### config.mk
export PLATFORM = sky130hd
export DESIGN_NAME = mem_io_arbiter
export DESIGN_NICKNAME = d
export VERILOG_FILES = /design/src/rtl/mem_io_arbiter_pkg.sv /design/src/rtl/mem_io_rr_arb.sv /design/src/rtl/mem_io_arbiter.sv
export SDC_FILE = /design/constraint.sdc
export NUM_CORES = 1
export LEC_CHECK = 0
export ABC_AREA = 1
export CAP_MARGIN = 20
export CORE_UTILIZATION = 30
export DETAILED_ROUTE_END_ITERATION = 10
export HOLD_SLACK_MARGIN = 0.08
export PLACE_DENSITY = 0.64
export SYNTH_ARGS = -nofsm -noshare
export SYNTH_HDL_FRONTEND = slang
export SYNTH_SLANG_ARGS = --single-unit
### constraint.sdc
create_clock -name clk -period 1.7 [get_ports clk]
set_input_delay 0.34 -clock clk [delete_from_list [all_inputs] [get_ports clk]]
set_output_delay 0.34 -clock clk [all_outputs]
set_load 0.01 [all_outputs]
### src/rtl/mem_io_arbiter_pkg.sv
// Shared definitions for the memory/IO arbiter: FSM state encoding, grant
// encoding, default IO base address and the 16->32 sign-extension helper.
`timescale 1ns/1ps

package mem_io_arbiter_pkg;

    // Addresses at or above this value select the IO region.
    localparam logic [31:0] IO_BASE_DEFAULT = 32'hFFFF_FC00;

    // Transaction sequencer states.
    localparam logic [1:0] ST_IDLE  = 2'd0;
    localparam logic [1:0] ST_ISSUE = 2'd1;
    localparam logic [1:0] ST_WAIT  = 2'd2;
    localparam logic [1:0] ST_RESP  = 2'd3;

    // Which requester owns the transaction in flight.
    typedef enum logic {
        GNT_CPU = 1'b0,
        GNT_DBG = 1'b1
    } grant_t;

    // Switch data is a signed 16-bit quantity on a 32-bit bus.
    function automatic logic [31:0] sext16(input logic [15:0] val);
        return {{16{val[15]}}, val};
    endfunction

endpackage

### src/rtl/mem_io_rr_arb.sv
// Two-input round-robin grant logic. The grant is combinational from the
// request lines; the winner is remembered only when the caller takes it.
`timescale 1ns/1ps

module mem_io_rr_arb
    import mem_io_arbiter_pkg::*;
(
    input  logic   clk,
    input  logic   rst_n,
    input  logic   i_cpu_req,
    input  logic   i_dbg_req,
    input  logic   i_take,
    output grant_t o_grant,
    output logic   o_valid
);

    grant_t r_last_grant;

    // Pick the single requester, or on a tie the port that did not win last.
    // NOTE: every output gets a default first so no latch can be inferred.
    always_comb begin
        o_valid = i_cpu_req | i_dbg_req;
        o_grant = GNT_CPU;
        if (i_cpu_req && i_dbg_req) begin
            o_grant = (r_last_grant == GNT_CPU) ? GNT_DBG : GNT_CPU;
        end else if (i_dbg_req) begin
            o_grant = GNT_DBG;
        end
    end

    // Remember the winner; reset to DBG so CPU wins the first tie.
    // NOTE: state uses non-blocking assignments so all flops update together.
    always_ff @(posedge clk or negedge rst_n) begin
        if (!rst_n) begin
            r_last_grant <= GNT_DBG;
        end else if (i_take && o_valid) begin
            r_last_grant <= o_grant;
        end
    end

endmodule

### src/rtl/mem_io_arbiter.sv
// Shares one synchronous data-memory port and the LED/switch IO bus between
// the CPU data port and the debug/UART-loader port. Round-robin arbitration,
// address decode (>= IO_BASE is IO), read-latency sequencing, one-cycle ack.
// Optional build macro: MISALIGN_CHK_EN adds cpu_err/dbg_err and short-cuts
// accesses with addr[1:0] != 0 straight to the response with an error.
`timescale 1ns/1ps

module mem_io_arbiter
    import mem_io_arbiter_pkg::*;
#(
    parameter logic [31:0] IO_BASE = IO_BASE_DEFAULT,
    parameter int          MEM_LAT = 1
) (
    input  logic        clk,
    input  logic        rst_n,
    input  logic        cpu_req,
    input  logic        cpu_we,
    input  logic [31:0] cpu_addr,
    input  logic [31:0] cpu_wdata,
    output logic        cpu_ack,
    output logic [31:0] cpu_rdata,
    input  logic        dbg_req,
    input  logic        dbg_we,
    input  logic [31:0] dbg_addr,
    input  logic [31:0] dbg_wdata,
    output logic        dbg_ack,
    output logic [31:0] dbg_rdata,
    output logic        mem_en,
    output logic        mem_we,
    output logic [31:0] mem_addr,
    output logic [31:0] mem_wdata,
    input  logic [31:0] mem_rdata,
    output logic        io_rd,
    output logic        io_wr,
    output logic [31:0] io_addr,
    output logic [31:0] io_wdata,
    input  logic [15:0] io_rdata,
`ifdef MISALIGN_CHK_EN
    output logic        cpu_err,
    output logic        dbg_err,
`endif
    output logic        busy
);

    logic [1:0]  r_state;
    grant_t      r_grant;
    logic        r_we;
    logic [31:0] r_addr;
    logic [31:0] r_wdata;
    logic        r_is_io;
    logic [1:0]  r_wait_cnt;
    logic [31:0] r_cpu_rdata;
    logic [31:0] r_dbg_rdata;

    grant_t      w_grant;
    logic        w_req_valid;
    logic        w_sel_we;
    logic [31:0] w_sel_addr;
    logic [31:0] w_sel_wdata;
    logic        w_misaligned;
    logic        w_cap_en;
    logic [31:0] w_cap_data;
    grant_t      w_cap_port;

    mem_io_rr_arb u_arb (
        .clk       (clk),
        .rst_n     (rst_n),
        .i_cpu_req (cpu_req),
        .i_dbg_req (dbg_req),
        .i_take    (r_state == ST_IDLE),
        .o_grant   (w_grant),
        .o_valid   (w_req_valid)
    );

    assign w_sel_we    = (w_grant == GNT_CPU) ? cpu_we    : dbg_we;
    assign w_sel_addr  = (w_grant == GNT_CPU) ? cpu_addr  : dbg_addr;
    assign w_sel_wdata = (w_grant == GNT_CPU) ? cpu_wdata : dbg_wdata;

`ifdef MISALIGN_CHK_EN
    assign w_misaligned = (w_sel_addr[1:0] != 2'b00);
`else
    assign w_misaligned = 1'b0;
`endif

    // Sequencer: latch the granted request, issue, wait out read latency, respond.
    always_ff @(posedge clk or negedge rst_n) begin
        if (!rst_n) begin
            r_state    <= ST_IDLE;
            r_grant    <= GNT_CPU;
            r_we       <= 1'b0;
            r_addr     <= '0;
            r_wdata    <= '0;
            r_is_io    <= 1'b0;
            r_wait_cnt <= '0;
        end else begin
            case (r_state)
                ST_IDLE: begin
                    if (w_req_valid) begin
                        r_grant <= w_grant;
                        r_we    <= w_sel_we;
                        r_addr  <= w_sel_addr;
                        r_wdata <= w_sel_wdata;
                        r_is_io <= (w_sel_addr >= IO_BASE);
                        r_state <= w_misaligned ? ST_RESP : ST_ISSUE;
                    end
                end
                ST_ISSUE: begin
                    if (r_is_io || r_we || MEM_LAT == 1) begin
                        r_state <= ST_RESP;
                    end else begin
                        r_wait_cnt <= 2'(MEM_LAT - 2);
                        r_state    <= ST_WAIT;
                    end
                end
                ST_WAIT: begin
                    if (r_wait_cnt == 2'd0) begin
                        r_state <= ST_RESP;
                    end else begin
                        r_wait_cnt <= r_wait_cnt - 2'd1;
                    end
                end
                default: r_state <= ST_IDLE;
            endcase
        end
    end

    // Decide when and what read data is captured, and for which port.
    always_comb begin
        w_cap_en   = 1'b0;
        w_cap_data = mem_rdata;
        w_cap_port = r_grant;
        case (r_state)
            ST_IDLE: begin
                w_cap_port = w_grant;
                w_cap_data = '0;
                w_cap_en   = w_req_valid && w_misaligned;
            end
            ST_ISSUE: begin
                if (!r_we) begin
                    if (r_is_io) begin
                        w_cap_en   = 1'b1;
                        w_cap_data = sext16(io_rdata);
                    end else if (MEM_LAT == 1) begin
                        w_cap_en = 1'b1;
                    end
                end
            end
            ST_WAIT:  w_cap_en = (r_wait_cnt == 2'd0);
            default:  w_cap_en = 1'b0;
        endcase
    end

    // Per-port read data registers; the non-granted port keeps its value.
    // NOTE: these are plain registers (not a memory array), so resetting them is cheap and required.
    always_ff @(posedge clk or negedge rst_n) begin
        if (!rst_n) begin
            r_cpu_rdata <= '0;
            r_dbg_rdata <= '0;
        end else if (w_cap_en) begin
            if (w_cap_port == GNT_CPU) begin
                r_cpu_rdata <= w_cap_data;
            end else begin
                r_dbg_rdata <= w_cap_data;
            end
        end
    end

`ifdef MISALIGN_CHK_EN
    logic r_err;

    // Error flag for the transaction in flight, set when it was misaligned.
    always_ff @(posedge clk or negedge rst_n) begin
        if (!rst_n) begin
            r_err <= 1'b0;
        end else if (r_state == ST_IDLE && w_req_valid) begin
            r_err <= w_misaligned;
        end
    end

    assign cpu_err = cpu_ack & r_err;
    assign dbg_err = dbg_ack & r_err;
`endif

    assign mem_en    = (r_state == ST_ISSUE) && !r_is_io;
    assign mem_we    = mem_en && r_we;
    assign mem_addr  = r_addr;
    assign mem_wdata = r_wdata;
    assign io_rd     = (r_state == ST_ISSUE) && r_is_io && !r_we;
    assign io_wr     = (r_state == ST_ISSUE) && r_is_io && r_we;
    assign io_addr   = r_addr;
    assign io_wdata  = r_wdata;
    assign cpu_ack   = (r_state == ST_RESP) && (r_grant == GNT_CPU);
    assign dbg_ack   = (r_state == ST_RESP) && (r_grant == GNT_DBG);
    assign cpu_rdata = r_cpu_rdata;
    assign dbg_rdata = r_dbg_rdata;
    assign busy      = (r_state != ST_IDLE);

endmodule

Word level (Yosys, flattened, before mapping)
Index checks and enable logic that the tools add are counted.
{"block": "word_totals", "ff_bits": 136, "in_bits": 182, "out_inout_bits": 199, "wordCells": 55}
{"block": "op_classes", "n_addsub": 1, "order_cmp": 1, "n_eq_ne": 5, "mux": 15, "bitwise": 4, "n_reduce_logical": 19}
{"op": "$mux W32", "count": 4}
{"op": "$pmux W32 S2", "count": 1}
{"op": "$ge A32 B32 Y1 const B", "count": 1}
{"op": "$reduce_and A2 Y1", "count": 5}
{"op": "$logic_and A1 B1 Y1", "count": 9}
{"op": "$mux W1", "count": 6}
{"op": "$pmux W2 S3", "count": 1}
{"op": "$eq A2 B2 Y1 const B", "count": 2}
{"op": "$logic_not A2 Y1", "count": 2}
{"op": "$mux W2", "count": 2}
{"op": "$ne A2 B2 Y1 const B", "count": 2}
{"op": "$not A1 Y1", "count": 3}
{"op": "$eq A2 B1 Y1 const B", "count": 1}
{"op": "$logic_not A1 Y1", "count": 2}
{"op": "$pmux W1 S2", "count": 1}
{"op": "$reduce_bool A2 Y1", "count": 1}
{"op": "$sub A2 B1 Y2 const B", "count": 1}
{"op": "$or A1 B1 Y1", "count": 1}

Depth between registers and ports, before layout
Gate-level depths: netlist of run 1.
{"block": "logic_depth", "word_depth": 5, "ltp_mapped": 10, "mapped_depth_nobuf": 10}

Cells and area by module
Synthesis of run 1 repeated with hierarchy kept, for this count alone.
{"block": "hier_totals", "hier_cells": 927, "hier_area_um2": 6966.7}
{"module": "mem_io_arbiter", "n_inst": 1, "cells_each": 919, "area_each_um2": 6906.6, "seq_area_each_um2": 3378.2}
{"module": "mem_io_rr_arb", "n_inst": 1, "cells_each": 8, "area_each_um2": 60.1, "seq_area_each_um2": 26.3}

Worst setup path after synthesis of run 1
No wires, ideal clock.
{"block": "synth_path", "kind": "register -> register", "startpoint": "reg r_state[0]", "endpoint": "reg r_addr[23] (netlist: io_addr[23])", "setup_ns": 0.134, "arrival_ns": 1.479, "required_time_ns": 1.566, "slack_ns": 0.087, "stages_incl_launch_ff": 9, "n_path_buf": 1, "synth_period_minus_slack_ns": 1.613, "path_cell_list": "dfrtp_1 inv_1 ha_1 inv_1 nor2_2 inv_2 clkbuf_1 nand2_1 o21ai_0"}
{"block": "synth_via", "elab_chain_cells": 2}
{"item": "start: declaration", "line_no": "mem_io_arbiter.sv:45", "source": "logic [1:0] r_state;"}
{"item": "start signal: assignment", "line_no": "mem_io_arbiter.sv:104", "source": "r_state <= w_misaligned ? ST_RESP : ST_ISSUE;"}
{"item": "$logic_not A2 Y1", "line_no": "mem_io_arbiter.sv:96", "source": "case (r_state)"}
{"item": "$reduce_and A2 Y1 (no source line)"}
{"item": "end signal: assignment", "line_no": "mem_io_arbiter.sv:101", "source": "r_addr <= w_sel_addr;"}
{"item": "end: declaration", "line_no": "mem_io_arbiter.sv:48", "source": "logic [31:0] r_addr;"}
No other way between the ends.
A chain may end at the register's enable or synchronous reset.

Worst setup path in the final report of run 1
{"block": "layout_path", "startpoint": "reg r_state[1]", "endpoint": "reg r_dbg_rdata[29] (netlist: dbg_rdata[29])"}
{"block": "layout_via", "elab_chain_cells": 3, "word_cells_on_any_way": 7, "cone_classes": "eq/ne (2); mux (3); reduce/logical (2)"}
{"item": "$eq A2 B2 Y1, or another cell as far along", "line_no": "mem_io_arbiter.sv:132", "source": "case (r_state)"}
{"item": "$pmux W1 S2 / $mux W1 (equally long branches)", "line_no": "mem_io_arbiter.sv:132"}
{"item": "$reduce_and A2 Y1 (no source line)"}
{"item": "end signal: assignment", "line_no": "mem_io_arbiter.sv:163", "source": "r_dbg_rdata <= w_cap_data;"}
{"item": "end: declaration", "line_no": "mem_io_arbiter.sv:53", "source": "logic [31:0] r_dbg_rdata;"}
Parallel ways exist; a longest one is shown, timed or not.

==> impl_results.md, run 1 <==
* Detailed Route Iter0 Violations at 440
* Critical Path Source Type: flop
* Count of boundary I/O pins at between 300 and 400
* Overall Global Routing Usage at 0.217
* Number of hold-slack violations in the final timing report at 0
* Maximum Capacitance Violations at 0
* Number of antenna violations at the first check in global routing at 1
* Setup crit end kind: flop
* Number of inserted filler cells in the final layout at 2140
* CP endpoint: dbg_rdata[29]$_DFFE_PN0P_
* Status: finished, violations left
* Remaining routing DRC violations at 0
* LEAKAGE at 0.00684 uW
* Post-DRT Antenna Nets at 0
* Die Outline Area at ~24000 um^2
* R2R Path End: dbg_rdata[29]$_DFFE_PN0P_
* Core area at 22800 um^2
* Number of slew-limit violations in the final report at 0
* Average cell area after synthesis at 7.70 um^2
* FF-to-FF setup slack at -0.08 ns
* CTS clk-pin slew, worst paths at 0.08 ns
* P&R area growth vs syn at 80.6%
* Distinct cell type count of the synthesized netlist at 24
* Worst reg2reg startpoint: r_state[1]$_DFFE_PN0P_
* Site row count at 55
* Final std cells w/o fill at 1625
* Vias after detailed routing at 7612
* Number of input and output port buffers inserted at between 300 and 400
* Slew at the pin with the worst max-slew slack at 0.320 ns
* Number of cells after detailed placement at 1551
* Category of the most critical setup path: flop to flop
* Max-slew headroom at 0.787
* Highest clock frequency the design can meet at 561 MHz
* Worst r2r path cells at 9
* Wire length after detailed routing at 28200 um
* Global route total overflow at 0
* Min Hold Slack at 0.355 ns
* Worst setup slack after layout at -0.0811 ns
* Portion of the post-synthesis area used by sequential elements at 0.486
* Flop and latch count out of synthesis at 136
* Clock latency of the later-clocked register in the worst-skew pair at 0.42 ns
* Root buffer cell: sky130_fd_sc_hd__clkbuf_16
* Area of the mapped netlist at 7010 um^2
* Number of warnings printed during yosys synthesis at 0
* Power density over the cells at 1780 nW/um^2
* Violations in the final reports: negative setup slack
* Setup TNS at -1.57 ns
* Via density per instance at 4.68
* TritonCTS Sinks at between 100 and 150
* Max FO, Critical Path at 5
* List of cells traversed by the critical path: inv_2 -> buf_6 -> ha_4 -> buf_6 -> o21ai_4 -> and3_4 -> buf_8 -> clkbuf_16 -> o21ai_2
* Class of the most critical hold timing path: input port to async pin
* Clock Tree Buf Depth at 2
* Via count of the first global-routing pass at 7007
* TritonRoute pass-1 iters at 5
* Post-Place Cell Area at 11100 um^2
* Cell type with the highest occurrence count on the critical path: sky130_fd_sc_hd__buf_6
* Crit path arrival time at around 2.1 ns
* Average wire per standard cell at 17.4 um
* Wire length of the first global-routing pass at 39900 um
* CP max-delay cell: sky130_fd_sc_hd__dfrtp_1
* Routability Congestion at 0.860
* Fin crit period at 1.78 ns
* Starting utilization of the core area at 0.308
* # diodes at 0
* Final net count at 1486
* Fraction of final layout cells sized beyond drive strength 1 at 0.162
* Die width at 155 um
* Detail Placement HPWL at between 15000 and 20000 um
* Largest net degree at the start of global routing at between 50 and 60
* Total nets after synthesis at 1097
* Die height at 155 um
* Setup crit start: r_state[1]$_DFFE_PN0P_
* Setup repair after global routing missed its margin: yes
* Final cycle utilization of the critical path at 1.05
* Maximum level of the CTS H-tree at 4
* Clock tree from TritonCTS: yes
* Slowest Stage Delay on Critical Path at about 0.37 ns
* Final instance area at 12700 um^2
* Post-Synthesis Cells at 910
* Worst VDD drop at 783 uV
* Worst-case clock skew at 0.0154 ns
* Num CTS Buffers at 17
* Final setup vio count at 47
* Required time reported for the critical path endpoint at ~2.0 ns
==> per-stage QoR <==
| stage | power [uW] | utilization | worst slack, ns |
|---|---|---|---|
| floorplan | 11300 | - | 0.0871 |
| global placement | 17500 | 0.488 | -0.276 |
| detailed placement | 17600 | 0.488 | -0.312 |
| CTS | 21300 | 0.519 | -0.0893 |
| global route | 24000 | 0.556 | -0.147 |
| finish | 22500 | 0.556 | -0.0811 |
==> final cells by class <==
cell class | instances | area [um^2] | share of cell area
clock buffers | 17 | 425 | 0.0336
repair buffers | 486 | 5080 | 0.402
clock inverters | 15 | 176 | 0.0139
multi-input cells | 591 | 2920 | 0.231
inverters | 67 | 254 | 0.0201
flip-flops and latches | 136 | 3410 | 0.269
well taps | 313 | 392 | 0.0309
==> per-layer routing <==
layer  global-route usage  routed length (um)  share of wire  vias to the layer above
li1                     -                   -              -                     3616
met5                    0                  12        0.00043                        -
met4               0.0688                 625          0.022                        2
met3               0.0619                2150          0.076                       45
met2                0.361               14100           0.50                      337
met1                0.271               11400           0.40                     3612
==> Yosys cell counts <==
master,n,area share
sky130_fd_sc_hd__nand3_1,18,0.013
sky130_fd_sc_hd__o21ai_0,163,0.12
sky130_fd_sc_hd__buf_2,11,0.0079
sky130_fd_sc_hd__o21ai_2,1,0.0013
sky130_fd_sc_hd__dfstp_2,1,0.0038
sky130_fd_sc_hd__nor2_2,1,0.00089
sky130_fd_sc_hd__dfrtp_1,135,0.48
sky130_fd_sc_hd__and3_1,1,0.00089
sky130_fd_sc_hd__inv_1,65,0.035
sky130_fd_sc_hd__buf_4,67,0.072
sky130_fd_sc_hd__ha_1,5,0.0089
sky130_fd_sc_hd__o21ai_1,31,0.022
sky130_fd_sc_hd__buf_6,4,0.0064
sky130_fd_sc_hd__nand3b_1,16,0.017
sky130_fd_sc_hd__nand2_1,278,0.15
sky130_fd_sc_hd__nand2_2,1,0.00089
sky130_fd_sc_hd__nor3_1,2,0.0014
sky130_fd_sc_hd__inv_2,2,0.0011
sky130_fd_sc_hd__o22ai_1,1,0.00089
sky130_fd_sc_hd__nor2_1,67,0.036
sky130_fd_sc_hd__xor2_1,1,0.0013
sky130_fd_sc_hd__clkbuf_1,34,0.018
sky130_fd_sc_hd__a21oi_1,2,0.0014
sky130_fd_sc_hd__a31oi_1,3,0.0027
==> cells by family after synthesis <==
logic type      synth area share
compound gates             0.145
fa+ha+maj                0.00893
xor+xnor                 0.00125
buf+inv                    0.140
simple gates               0.219
flops                      0.486
==> worst max-delay path: cells and delay by family, from the launching register on <==
family / cells / cell delay, ns
buffers and inverters: 5 / 0.62
AOI/OAI and AO/OA: 2 / 0.23
and+or+nand+nor: 1 / 0.28
adders and majority gates: 1 / 0.17
DFF: 1 / 0.37
==> how the worst min path moves through the flow <==
stage                     startpoint                        end  slack [ns]  cells after the start
after floorplan                rst_n   cpu_rdata[0]$_DFFE_PN0P_        0.04                      0
after global placement         rst_n  dbg_rdata[12]$_DFFE_PN0P_        0.25                      1
after detailed placement       rst_n  dbg_rdata[16]$_DFFE_PN0P_        0.25                      1
after CTS                      rst_n  dbg_rdata[12]$_DFFE_PN0P_        0.35                      2
after global routing           rst_n  dbg_rdata[12]$_DFFE_PN0P_        0.36                      2
final                          rst_n  dbg_rdata[16]$_DFFE_PN0P_        0.35                      2
==> cell usage in the layout, fill, tap and decap left out, drive strengths merged, types with 26 or more instances in the layout <==
master         instances
clkbuf                26
buf                  104
dlymetal6s2s          76
dfrtp                135
clkdlybuf4s50        198
inv                   75
nand2                279
o21ai                195
dlygate4sd2           98
nor2                  68
==> state kept, by name, summed over array words and instances (netlist names) <==
signal	flops
cpu_rdata	32
dbg_rdata	32
io_addr	32
io_wdata	32
r_state	2
r_wait_cnt	2
r_grant	1
r_is_io	1
r_we	1
u_arb.r_last_grant	1
==> where the power goes <==
group / switching, uW / internal [uW] / leakage [uW]
combinational: 6410 / 6420 / 0.00487
sequential: 1090 / 4810 / 0.00167
clock: 1700 / 2110 / 0.000292
==> repair_timing <==
item | CTS | global route
cloned | 1 | 13
resized for setup | 167 | 171
hold endpoints to repair | 28 | 0
hold buffers | 1 | 0
buffers inserted | 17 | 11
setup endpoints to repair | 184 | 168
pin swaps | 4 | 31
Power figures use the tool's default switching activity.
==> run 2: changes to the inputs <==
--- a/config.mk
+++ b/config.mk
@@ -9,7 +9,6 @@
 export CAP_MARGIN = 20
 export CORE_UTILIZATION = 30
 export DETAILED_ROUTE_END_ITERATION = 10
-export HOLD_SLACK_MARGIN = 0.08
 export PLACE_DENSITY = 0.64
 export SYNTH_ARGS = -nofsm -noshare
 export SYNTH_HDL_FRONTEND = slang
==> results of run 2 <==
Same layout as run 1: the final DEF is identical, and so are final timing and power.
==> run 3: changes to the inputs <==
==> constraint.sdc (replaced) <==
create_clock -name clk -period 1.7 [get_ports clk]
set_input_delay 0.255 -clock clk [delete_from_list [all_inputs] [get_ports clk]]
set_output_delay 0.255 -clock clk [all_outputs]
set_load 0.01 [all_outputs]
==> run 3 against run 2 <==
The flow still finishes with violations (negative setup slack). Setup slack improved by 0.024 ns. Critical path depth rose by 3. Cell count fell by 1.4%.
==> impl_results.md, run 3 (synthesis gave the netlist of run 1 again) <==
* Status: finished, violations left
* Violations in the final reports: negative setup slack
* CP max-delay cell: sky130_fd_sc_hd__dfrtp_1
* Die width at 155 um (unchanged)
* Worst setup slack after layout at -0.0567 ns (+0.0244 ns)
* Post-placement setup slack at -0.242 ns (+0.0709 ns)
* Slowest Stage Delay on Critical Path at 0.35 ns (-0.02 ns)
* Commonest cells after routing, fill and taps aside: sky130_fd_sc_hd__clkdlybuf4s50_1, sky130_fd_sc_hd__nand2_1, sky130_fd_sc_hd__dfrtp_1
* Die Outline Area at 24000 um^2 (unchanged)
* # diodes at 0 (unchanged)
* Worst reg2reg startpoint: r_state[1]$_DFFE_PN0P_
* Slew at the pin with the worst max-slew slack at 0.328 ns (+0.00788 ns)
* Total power after layout at 23300 uW (+3.3%)
* Worst r2r path cells at 12 (+3)
* R2R Path End: dbg_rdata[28]$_DFFE_PN0P_
* Most common cell after layout, fill and taps aside: sky130_fd_sc_hd__clkdlybuf4s50_1
* Setup TNS at -0.454 ns (+1.12 ns)
* Final setup vio count at 25 (-47%)
* Post-DRT Antenna Nets at 0 (unchanged)
* Max-slew headroom at 0.781 (-0.00526)
* Overall Global Routing Usage at 0.218 (+0.000537)
* Root buffer cell: sky130_fd_sc_hd__clkbuf_16
* Global route total overflow at 0 (unchanged)
* Num CTS Buffers at 17 (unchanged)
* Class of the most critical hold timing path: input port to async pin
* Clock latency of the later-clocked register in the worst-skew pair at 0.41 ns (about the same)
* Largest delay share family, worst path: buffers and inverters
* Fraction of final layout cells sized beyond drive strength 1 at 0.147 (-0.0142)
* Final net count at 1463 (-1.5%)
* Required time reported for the critical path endpoint at 2.00 ns (about the same)
* Maximum level of the CTS H-tree at 4 (unchanged)
* Remaining routing DRC violations at 0 (unchanged)
* Via count of the first global-routing pass at 7136 (+1.8%)
* Routability Congestion at 0.845 (-1.8%)
* Setup repair after global routing missed its margin: yes
* Worst-case clock skew at 0.0129 ns (-0.00250 ns)
* List of cells traversed by the critical path: inv_2 -> buf_6 -> ha_4 -> buf_6 -> nand2_4 -> o21ai_4 -> and3_4 -> buf_12 -> buf_12 -> buf_16 -> nand2_2 -> o21ai_1
* LEAKAGE at 0.00571 uW (-17%)
* Critical Path Source Type: flop
* Wire length after detailed routing at 27600 um (-2.3%)
* Via density per instance at 4.57 (-2.5%)
* Number of hold-slack violations in the final timing report at 0 (unchanged)
* Number of input and output port buffers inserted at 380 (unchanged)
* Count of boundary I/O pins at 381 (unchanged)
* Fin crit period at 1.76 ns (-0.0244 ns)
* Vias after detailed routing at 7319 (-3.8%)
* CTS clk-pin slew, worst paths at 0.07 ns (about the same)
* Detail Placement HPWL at 19100 um (+0.15%)
* Min Hold Slack at 0.267 ns (-0.0877 ns)
* Number of antenna violations at the first check in global routing at 0 (-1)
* Highest clock frequency the design can meet at 569 MHz (+1.4%)
* Number of inserted filler cells in the final layout at 2122 (-0.84%)
* Starting utilization of the core area at 0.308 (unchanged)
* FF-to-FF setup slack at -0.06 ns (+0.02 ns)
* Max FO, Critical Path at 7 (+2)
* Power density over the cells at 1870 nW/um^2 (+4.9%)
* TritonRoute pass-1 iters at 5 (unchanged)
* Buf/Inv on CP at 6 (+1)
* Site row count at 55 (unchanged)
* Die height at 155 um (unchanged)
* Crit path arrival time at 2.06 ns (-0.03 ns)
* Maximum Capacitance Violations at 0 (unchanged)
* P&R area growth vs syn at 77.9%
* Detailed Route Iter0 Violations at 368 (-16%)
* Wire length of the first global-routing pass at 40300 um (+1.0%)
* Number of slew-limit violations in the final report at 0 (unchanged)
* Clock Tree Buf Depth at 2 (unchanged)
* Setup crit end kind: flop
* TritonCTS Sinks at 136 (unchanged)
* Largest net degree at the start of global routing at 52 (unchanged)
* Final cycle utilization of the critical path at 1.03 (-0.0143)
* Average wire per standard cell at 17.2 um (-0.87%)
* Clock tree from TritonCTS: yes
* Core area at 22800 um^2 (unchanged)
* Worst VDD drop at 1050 uV (+34%)
* Category of the most critical setup path: flop to flop
* Crit path depth at 12 (+3)
[run 3: power by group]
group          switching (uW)  total, uW  internal (uW)  leakage, uW
Clock                    1560       3810           2250     0.000299
Sequential               1240       6060           4830      0.00167
Combinational            6190      13400           7230      0.00374
[run 3: worst register-to-register path, stage by stage (launching register included)]
cell and delay, ns:
sky130_fd_sc_hd__dfrtp_1 0.35, sky130_fd_sc_hd__inv_2 0.06, sky130_fd_sc_hd__buf_6 0.12, sky130_fd_sc_hd__ha_4 0.17
sky130_fd_sc_hd__buf_6 0.13, sky130_fd_sc_hd__nand2_4 0.06, sky130_fd_sc_hd__o21ai_4 0.06, sky130_fd_sc_hd__and3_4 0.19
sky130_fd_sc_hd__buf_12 0.13, sky130_fd_sc_hd__buf_12 0.13, sky130_fd_sc_hd__buf_16 0.15, sky130_fd_sc_hd__nand2_2 0.05
sky130_fd_sc_hd__o21ai_1 0.05
[run 3: how the worst max path moves through the flow]
stage / start / to / slack [ns]
6_report: r_state[1]$_DFFE_PN0P_ / dbg_rdata[28]$_DFFE_PN0P_ / -0.06
3_3_place_gp: cpu_req / r_is_io$_DFFE_PN0P_ / -0.22
2_1_floorplan: r_state[0]$_DFFE_PN0P_ / io_addr[23]$_DFFE_PN0P_ / 0.09
3_5_place_dp: cpu_req / r_is_io$_DFFE_PN0P_ / -0.24
5_1_grt: r_state[1]$_DFFE_PN0P_ / dbg_rdata[28]$_DFFE_PN0P_ / -0.13
4_1_cts: r_state[1]$_DFFE_PN0P_ / dbg_rdata[29]$_DFFE_PN0P_ / -0.05
[run 3: layer usage]
layer | vias to the layer above | GRT usage | part of all wire
li1 | 3568 | - | -
met1 | 3472 | 0.276 | 0.42
met2 | 266 | 0.368 | 0.50
met3 | 13 | 0.0622 | 0.068
met4 | 0 | 0.0420 | 0.0066
met5 | - | 0 | 0
[run 3: metrics by stage]
stage | instances | instance area [um^2] | utilization
after floorplan | 910 | 7010 | -
after global placement | 1550 | 11100 | 0.488
after detailed placement | 1550 | 11100 | 0.488
after CTS | 1593 | 12100 | 0.531
after global routing | 1602 | 12500 | 0.547
final | 1602 | 12500 | 0.547
[run 3: repair_timing]
action,in CTS,in global routing
hold endpoints to repair,25,0
cloned,5,7
hold buffers,1,0
gates resized for setup,86,115
setup buffers,7,3
endpoints found under the setup margin,81,112
pin swaps,7,18
[run 3: final cells by class]
cell class / instances / area (um^2) / share of cell area
inverters: 67 / 259 / 0.0208
repair buffers: 463 / 4920 / 0.395
clock buffers: 18 / 439 / 0.0352
flip-flops and latches: 136 / 3410 / 0.274
clock inverters: 14 / 163 / 0.0130
multi-input cells: 591 / 2880 / 0.231
well taps: 313 / 392 / 0.0314
